`src/rtl/conv_1st_out_unpack_if.sv`:
```
// -----------------------------------------------------------------------------
// conv_1st_out_unpack_if
//   Bundles the word-capture side and the byte-stream side of
//   conv_1st_out_unpack.
//
//   Word side     : conv_i (LANES*DW result word), valid_i (one-cycle strobe)
//   Byte stream   : pix_o, pix_valid_o, pix_ready_i, lane_o, sof_o, eol_o, eof_o
//   Status        : level_o (words held), overflow_o (sticky), drop_cnt_o
//
//   modport master : the unpacker itself (it masters the byte stream)
//   modport slave  : the surrounding environment (upstream conv + downstream sink)
// -----------------------------------------------------------------------------
interface conv_1st_out_unpack_if #(
    parameter int LANES = 40,
    parameter int DW    = 8
);
    logic [LANES*DW-1:0] conv_i;
    logic                valid_i;
    logic [DW-1:0]       pix_o;
    logic                pix_valid_o;
    logic                pix_ready_i;
    logic [5:0]          lane_o;
    logic                sof_o;
    logic                eol_o;
    logic                eof_o;
    logic [2:0]          level_o;
    logic                overflow_o;
    logic [7:0]          drop_cnt_o;

    modport master (
        input  conv_i, valid_i, pix_ready_i,
        output pix_o, pix_valid_o, lane_o, sof_o, eol_o, eof_o,
               level_o, overflow_o, drop_cnt_o
    );

    modport slave (
        output conv_i, valid_i, pix_ready_i,
        input  pix_o, pix_valid_o, lane_o, sof_o, eol_o, eof_o,
               level_o, overflow_o, drop_cnt_o
    );
endinterface

```
`src/rtl/conv_1st_out_unpack.sv`:
```
// -----------------------------------------------------------------------------
// conv_1st_out_unpack
//   Captures LANES x DW result words from conv_1st_top into a DEPTH-word FIFO
//   and replays each word one lane per ready/valid handshake, lane 0 (MSB
//   byte) first. Tracks the word position inside a FRAME_WORDS-word frame and
//   counts words dropped because the FIFO was full (upstream cannot stall).
//
//   Ports:
//     clk  - system clock, rising edge
//     rst  - synchronous active-high reset
//     bus  - conv_1st_out_unpack_if.master (word input, byte stream, status)
// -----------------------------------------------------------------------------
module conv_1st_out_unpack #(
    parameter int LANES       = 40,
    parameter int DW          = 8,
    parameter int DEPTH       = 4,
    parameter int FRAME_WORDS = 32
) (
    input  logic                     clk,
    input  logic                     rst,
    conv_1st_out_unpack_if.master    bus
);
    localparam int AW = (DEPTH > 1) ? $clog2(DEPTH) : 1;
    localparam int FW = (FRAME_WORDS > 1) ? $clog2(FRAME_WORDS) : 1;

    localparam logic [2:0]    DEPTH_L    = 3'(DEPTH);
    localparam logic [5:0]    LAST_LANE  = 6'(LANES - 1);
    localparam logic [FW-1:0] LAST_FRAME = FW'(FRAME_WORDS - 1);

    // EMPTY: no word held; STREAM: head word is being presented.
    localparam logic [0:0] S_EMPTY  = 1'b0;
    localparam logic [0:0] S_STREAM = 1'b1;

    logic [LANES*DW-1:0] mem [DEPTH];
    logic [AW-1:0]       wr_ptr, rd_ptr;
    logic [2:0]          level;
    logic [0:0]          state;
    logic [5:0]          lane_cnt;
    logic [FW-1:0]       frame_cnt;
    logic                overflow;
    logic [7:0]          drop_cnt;

    logic                pix_valid;
    logic                xfer, pop, wr_en, drop;
    logic [LANES*DW-1:0] head;
    logic [DW-1:0]       head_lane;

    assign pix_valid = (state == S_STREAM);
    assign xfer      = pix_valid & bus.pix_ready_i;
    assign pop       = xfer & (lane_cnt == LAST_LANE);
    // A full FIFO still accepts a word when the head leaves on the same edge.
    assign wr_en     = bus.valid_i & ((level < DEPTH_L) | pop);
    assign drop      = bus.valid_i & ~wr_en;

    assign head = mem[rd_ptr];

    // Lane k sits at conv_i[(LANES-k)*DW-1 -: DW], so lane 0 is the MSB byte.
    always_comb begin
        // NOTE: default first so every path assigns head_lane -- no latch.
        head_lane = '0;
        for (int k = 0; k < LANES; k++) begin
            if (lane_cnt == 6'(k)) begin
                head_lane = head[(LANES-k)*DW-1 -: DW];
            end
        end
    end

    // NOTE: word storage carries no reset; pointers and level define validity.
    always_ff @(posedge clk) begin
        if (wr_en) begin
            mem[wr_ptr] <= bus.conv_i;
        end
    end

    // NOTE: non-blocking assignments so every register samples pre-edge values.
    always_ff @(posedge clk) begin
        if (rst) begin
            wr_ptr    <= '0;
            rd_ptr    <= '0;
            level     <= '0;
            state     <= S_EMPTY;
            lane_cnt  <= '0;
            frame_cnt <= '0;
            overflow  <= 1'b0;
            drop_cnt  <= '0;
        end else begin
            if (wr_en) begin
                wr_ptr <= wr_ptr + 1'b1;
            end

            if (xfer) begin
                if (pop) begin
                    lane_cnt  <= '0;
                    rd_ptr    <= rd_ptr + 1'b1;
                    frame_cnt <= (frame_cnt == LAST_FRAME) ? '0 : frame_cnt + 1'b1;
                end else begin
                    lane_cnt <= lane_cnt + 1'b1;
                end
            end

            case ({wr_en, pop})
                2'b10:   level <= level + 3'd1;
                2'b01:   level <= level - 3'd1;
                default: level <= level;
            endcase

            case (state)
                S_EMPTY:  if (wr_en) state <= S_STREAM;
                S_STREAM: if (pop && !wr_en && level == 3'd1) state <= S_EMPTY;
                default:  state <= S_EMPTY;
            endcase

            if (drop) begin
                overflow <= 1'b1;
                if (drop_cnt != 8'hFF) begin
                    drop_cnt <= drop_cnt + 8'd1;
                end
            end
        end
    end

    // Stream outputs are forced to zero while nothing is held.
    assign bus.pix_valid_o = pix_valid;
    assign bus.pix_o       = pix_valid ? head_lane : '0;
    assign bus.lane_o      = lane_cnt;
    assign bus.sof_o       = pix_valid & (lane_cnt == 6'd0) & (frame_cnt == '0);
    assign bus.eol_o       = pix_valid & (lane_cnt == LAST_LANE);
    assign bus.eof_o       = pix_valid & (lane_cnt == LAST_LANE) & (frame_cnt == LAST_FRAME);
    assign bus.level_o     = level;
    assign bus.overflow_o  = overflow;
    assign bus.drop_cnt_o  = drop_cnt;

endmodule

```
`src/flat_wrapper.sv`:
```
// flat-port wrapper written by rule: the top's interface ports become plain ports
module conv_1st_out_unpack_flat 
#(
    parameter int LANES       = 40,
    parameter int DW          = 8,
    parameter int DEPTH       = 4,
    parameter int FRAME_WORDS = 32
)
  (clk, rst, bus_conv_i, bus_valid_i, bus_pix_ready_i, bus_pix_o, bus_pix_valid_o, bus_lane_o, bus_sof_o, bus_eol_o, bus_eof_o, bus_level_o, bus_overflow_o, bus_drop_cnt_o);
  conv_1st_out_unpack_if #(.LANES(LANES), .DW(DW)) bus_i ();
  input  logic clk;
  input  logic rst;
  input wire logic [$bits(bus_i.conv_i)-1:0] bus_conv_i;
  input wire logic [$bits(bus_i.valid_i)-1:0] bus_valid_i;
  input wire logic [$bits(bus_i.pix_ready_i)-1:0] bus_pix_ready_i;
  output wire logic [$bits(bus_i.pix_o)-1:0] bus_pix_o;
  output wire logic [$bits(bus_i.pix_valid_o)-1:0] bus_pix_valid_o;
  output wire logic [$bits(bus_i.lane_o)-1:0] bus_lane_o;
  output wire logic [$bits(bus_i.sof_o)-1:0] bus_sof_o;
  output wire logic [$bits(bus_i.eol_o)-1:0] bus_eol_o;
  output wire logic [$bits(bus_i.eof_o)-1:0] bus_eof_o;
  output wire logic [$bits(bus_i.level_o)-1:0] bus_level_o;
  output wire logic [$bits(bus_i.overflow_o)-1:0] bus_overflow_o;
  output wire logic [$bits(bus_i.drop_cnt_o)-1:0] bus_drop_cnt_o;
  assign bus_i.conv_i = bus_conv_i;
  assign bus_i.valid_i = bus_valid_i;
  assign bus_i.pix_ready_i = bus_pix_ready_i;
  assign bus_pix_o = bus_i.pix_o;
  assign bus_pix_valid_o = bus_i.pix_valid_o;
  assign bus_lane_o = bus_i.lane_o;
  assign bus_sof_o = bus_i.sof_o;
  assign bus_eol_o = bus_i.eol_o;
  assign bus_eof_o = bus_i.eof_o;
  assign bus_level_o = bus_i.level_o;
  assign bus_overflow_o = bus_i.overflow_o;
  assign bus_drop_cnt_o = bus_i.drop_cnt_o;
  conv_1st_out_unpack #(.LANES(LANES), .DW(DW), .DEPTH(DEPTH), .FRAME_WORDS(FRAME_WORDS)) u_core (.clk(clk), .rst(rst), .bus(bus_i));
endmodule
```
`config.mk`:
```
export PLATFORM = sky130hd
export DESIGN_NAME = conv_1st_out_unpack_flat
export DESIGN_NICKNAME = d
export VERILOG_FILES = /design/src/rtl/conv_1st_out_unpack_if.sv /design/src/rtl/conv_1st_out_unpack.sv /design/src/flat_wrapper.sv
export SDC_FILE = /design/constraint.sdc
export NUM_CORES = 1
export LEC_CHECK = 0
export ABC_AREA = 0
export CORE_MARGIN = 4
export CORE_UTILIZATION = 30
export DETAILED_ROUTE_END_ITERATION = 6
export GPL_TIMING_DRIVEN = 0
export SYNTH_ARGS = -nofsm -noshare
export SYNTH_HDL_FRONTEND = slang
export SYNTH_SLANG_ARGS = --single-unit
```
`constraint.sdc`:
```
create_clock -name clk -period 14.44 [get_ports clk]
set_clock_uncertainty 0.15 [all_clocks]
set_input_delay 2.166 -clock clk [delete_from_list [all_inputs] [get_ports clk]]
set_output_delay 2.166 -clock clk [all_outputs]
set_load 0.01 [all_outputs]
```
==> reports/summary.txt <==
RUN STATUS
--------------------------------------------------------------------------------
Run status ........................................................ finished, final reports clean

PLACED DESIGN
--------------------------------------------------------------------------------
Cell count after placement ........................................         5209
Quantity of I/O buffers inserted on ports .........................          352
Pre-CTS setup slack ...............................................      6.81 ns
Post-detailed-placement half-perimeter wirelength .................       130 mm
Final weighted congestion in routability-driven placement .........        0.946

STA
--------------------------------------------------------------------------------
Final Hold Fails ..................................................            0
Worst-case setup margin in the final layout .......................      5.77 ns
Transition time at the pin with the least slew margin .............      1.39 ns
Setup repair after global routing missed its margin ...............           no
Worst hold slack ..................................................     0.301 ns
Final setup violation count .......................................            0
Final critical delay including setup and external delays ..........      8.67 ns
Maximum operating frequency .......................................      115 MHz
Fin crit share ....................................................        0.600
Rel. slew slack ...................................................       0.0739
Final number of max-transition violations .........................            0

CRITICAL PATH
--------------------------------------------------------------------------------
Peak fanout along the critical path ...............................           10
CP endpoint kind ..................................................  output port
Worst setup path class ............................................ register to output port
Worst endpoint data arrival time ..................................      6.35 ns
Sort of element at the start of the critical path .................     register
Required time of the worst setup path .............................     12.12 ns

SYNTHESIS
--------------------------------------------------------------------------------
Cell area after synthesis .........................................  0.0517 mm^2
Synthesized flop and latch total ..................................         1310
Count of distinct cell types in the synthesized netlist ...........           88
Synth warnings ....................................................            0
Share of synthesized flip-flops with an asynchronous set or reset .            0
Number of instances in the synthesized netlist ....................         2519
Most used DFF post-synth ..........................................     edfxtp_1
Post-synthesis area per instance ..................................    20.5 um^2
Part of the Yosys area used for sequential elements ...............        0.754
Number of enable flip-flop cells after synthesis ..................         1280
Net count of the mapped netlist ...................................         2859

HOLD PATH
--------------------------------------------------------------------------------
Hold WC Path Type ................................................. register to register

CLOCK TREE
--------------------------------------------------------------------------------
Clock-pin transition on the worst setup and hold timing paths .....      0.06 ns
Number of clock sinks .............................................         1310
Max clock buf depth ...............................................            3
Clock tree from TritonCTS .........................................         done
Number of buffers created by CTS ..................................          139
Quantity of hold-fixing buffers added after cts ...................            0
Post-cts gate resize count ........................................            0
H-tree levels .....................................................            4
Cell at the root of the clock tree ................................    clkbuf_16
Clock Latency Late Sink ...........................................      0.77 ns
# Post-CTS Setup Buffers ..........................................            0

FINAL LAYOUT
--------------------------------------------------------------------------------
Number of cells in the finished layout apart from fillers .........         5491
Ratio of cells with drive above 1 in the final layout .............        0.210
Count of filler cells inserted in the layout ......................        15846
Finished Core Util ................................................        0.369
Area overhead of the layout relative to synthesis .................        22.5%
Nets ..............................................................         3380

GLOBAL ROUTING
--------------------------------------------------------------------------------
Total global routing track utilization ............................        0.191
Maximum number of pins on one net before global-route repair ......           55
Total grt overflow ................................................            0
Number of global-route vias before repair .........................        28237
Initial antenna violation count ...................................          101
Global-route wire length before repair ............................       236 mm

POWER AND IR DROP
--------------------------------------------------------------------------------
Combinational share of power ......................................        0.063
Maximum resistive drop on vdd .....................................    0.0761 mV
Internal power ....................................................    0.00654 W
Switching power total .............................................    0.00183 W
Clock network fraction of design power ............................        0.410
Portion of total power attributed to sequential cells .............        0.526
Total power divided by cell area ..................................  132 mW/mm^2
LEAKAGE ...........................................................      19.5 nW
Switching part of the total power .................................        0.219

FLOORPLANNING
--------------------------------------------------------------------------------
Horizontal extent of the die ......................................       423 um
Area of the core ..................................................   0.172 mm^2
Vertical die dimension ............................................       423 um
Std cell rows .....................................................          152
Die Area ..........................................................   0.179 mm^2
Starting density of the core ......................................        0.302
Io pins ...........................................................          354

DRT
--------------------------------------------------------------------------------
Number of nets with antenna violations after detailed routing .....            0
Routed wire per std cell ..........................................      31.7 um
Number of remaining DRC errors ....................................            0
Routed vias/inst ..................................................         5.18
Vias ..............................................................        28434
Final wirelength ..................................................       174 mm
Number of detailed-route iterations in the first pass .............            5
1st-iter DRT viols ................................................         3168

RUN
--------------------------------------------------------------------------------
Number of max-cap violations ......................................            0

path summary, 6_finish.rpt:
path / from / to / slack (ns) / cells past startpoint
setup reg to reg: u_core.bus.lane_o[0] / u_core.mem[3][137] / 9.14 / 11
hold reg to reg: u_core.bus.overflow_o / u_core.bus.overflow_o / 0.30 / 2
setup / recovery: u_core.bus.lane_o[0] / bus_pix_o[3] / 5.77 / 11
hold / removal: u_core.bus.overflow_o / u_core.bus.overflow_o / 0.30 / 2
per-stage QoR:
stage | instance area, um^2 | TNS (ns) | total power (W)
2_1_floorplan | 51700 | 0 | 0.00472
3_3_place_gp | 58200 | -5203.82 | 0.00510
3_5_place_dp | 58900 | 0 | 0.00502
4_1_cts | 63300 | 0 | 0.00845
5_1_grt | 63300 | 0 | 0.00863
6_report | 63400 | 0 | 0.00837
flip-flops by register name (all words and copies together) (netlist names), named ones only:
register,cells
u_core.bus.level_o,3
u_core.bus.drop_cnt_o,8
u_core.mem,1280
u_core.rd_ptr,2
u_core.bus.overflow_o,1
u_core.wr_ptr,2
u_core.frame_cnt,5
u_core.bus.pix_valid_o,1
u_core.bus.lane_o,6
cells by family after synthesis:
| group | count (synthesis) | share of synthesized area |
|---|---|---|
| AND/OR/NAND/NOR | 401 | 0.0418 |
| adder cells (fa/ha/maj) | 16 | 0.00387 |
| flip-flops | 1310 | 0.754 |
| buffers and inverters | 156 | 0.0180 |
| XOR/XNOR | 14 | 0.00237 |
| multiplexers | 332 | 0.141 |
| AO/OA/AOI/OAI | 290 | 0.0388 |
critical path: stages, from the launching register on:
cell             delay (ns)
dfxtp_1                0.48
ha_1                   0.45
clkbuf_1               0.63
clkbuf_1               0.58
buf_1                  0.87
nand3_1                0.14
nand3_1                0.27
o21ai_0                0.13
a21oi_1                0.36
a22oi_1                0.27
a31oi_1                0.71
clkdlybuf4s50_1        0.67
cells in the mapped netlist (all sizes together), types with 10 or more instances:
cell type	n	area share
o21ai	61	0.0059
o31ai	10	0.0015
mux4	313	0.14
o22ai	19	0.0023
nor4	10	0.0015
and3	20	0.0024
a211oi	11	0.0016
a31oi	15	0.0018
a21oi	56	0.0054
clkbuf	44	0.0034
nor3	22	0.0021
edfxtp	1280	0.74
a221oi	18	0.0032
buf	92	0.013
dfxtp	30	0.012
inv	19	0.0014
ha	16	0.0039
nor2	66	0.0050
nand3	92	0.0089
and2	14	0.0017
nand2	93	0.0068
o211ai	17	0.0025
nand4	30	0.0036
mux2	14	0.0030
final cells by class:
class | count | area (um^2) | area share
clock buffers | 180 | 3740 | 0.0590
flip-flops and latches | 1310 | 39000 | 0.616
well taps | 2310 | 2890 | 0.0456
multi-input cells | 1053 | 11800 | 0.186
plain buffers | 136 | 858 | 0.0135
diodes | 33 | 82.6 | 0.00130
repair buffers | 380 | 4260 | 0.0672
inverters | 20 | 75.1 | 0.00118
clock inverters | 69 | 642 | 0.0101
per-layer routing:
| metal | share of wire | up-vias | track usage |
|---|---|---|---|
| met4 | 0.042 | 40 | 0.0733 |
| met2 | 0.49 | 1247 | 0.320 |
| met1 | 0.39 | 15017 | 0.236 |
| li1 | - | 11762 | - |
| met3 | 0.077 | 368 | 0.0521 |
| met5 | 0.0015 | - | 0 |
cells in the final DEF (no fill, tap or decap), drive strengths merged, types with 8 or more instances in the layout:
| cell | count |
|---|---|
| a211oi | 11 |
| a21oi | 56 |
| a221oi | 18 |
| a31oi | 15 |
| and2 | 14 |
| and3 | 20 |
| and4 | 8 |
| buf | 120 |
| clkbuf | 224 |
| clkdlybuf4s50 | 352 |
| clkinv | 51 |
| dfxtp | 30 |
| diode | 33 |
| edfxtp | 1280 |
| ha | 16 |
| inv | 30 |
| mux2 | 14 |
| mux4 | 313 |
| nand2 | 93 |
| nand3 | 92 |
| nand4 | 30 |
| nor2 | 66 |
| nor3 | 22 |
| nor4 | 10 |
| o211ai | 17 |
| o21ai | 61 |
| o221ai | 9 |
| o22ai | 19 |
| o31ai | 10 |
| or3 | 8 |
| xor2 | 9 |
power groups by stage:
stage	Combinational, W	Clock, W	Sequential [W]
2_1_floorplan	0.000183	0	0.00454
3_3_place_gp	0.000493	0	0.00461
3_5_place_dp	0.000532	0	0.00449
4_1_cts	0.000534	0.00351	0.00441
5_1_grt	0.000549	0.00367	0.00442
6_report	0.000531	0.00344	0.00441
Power figures use the tool's default switching activity.
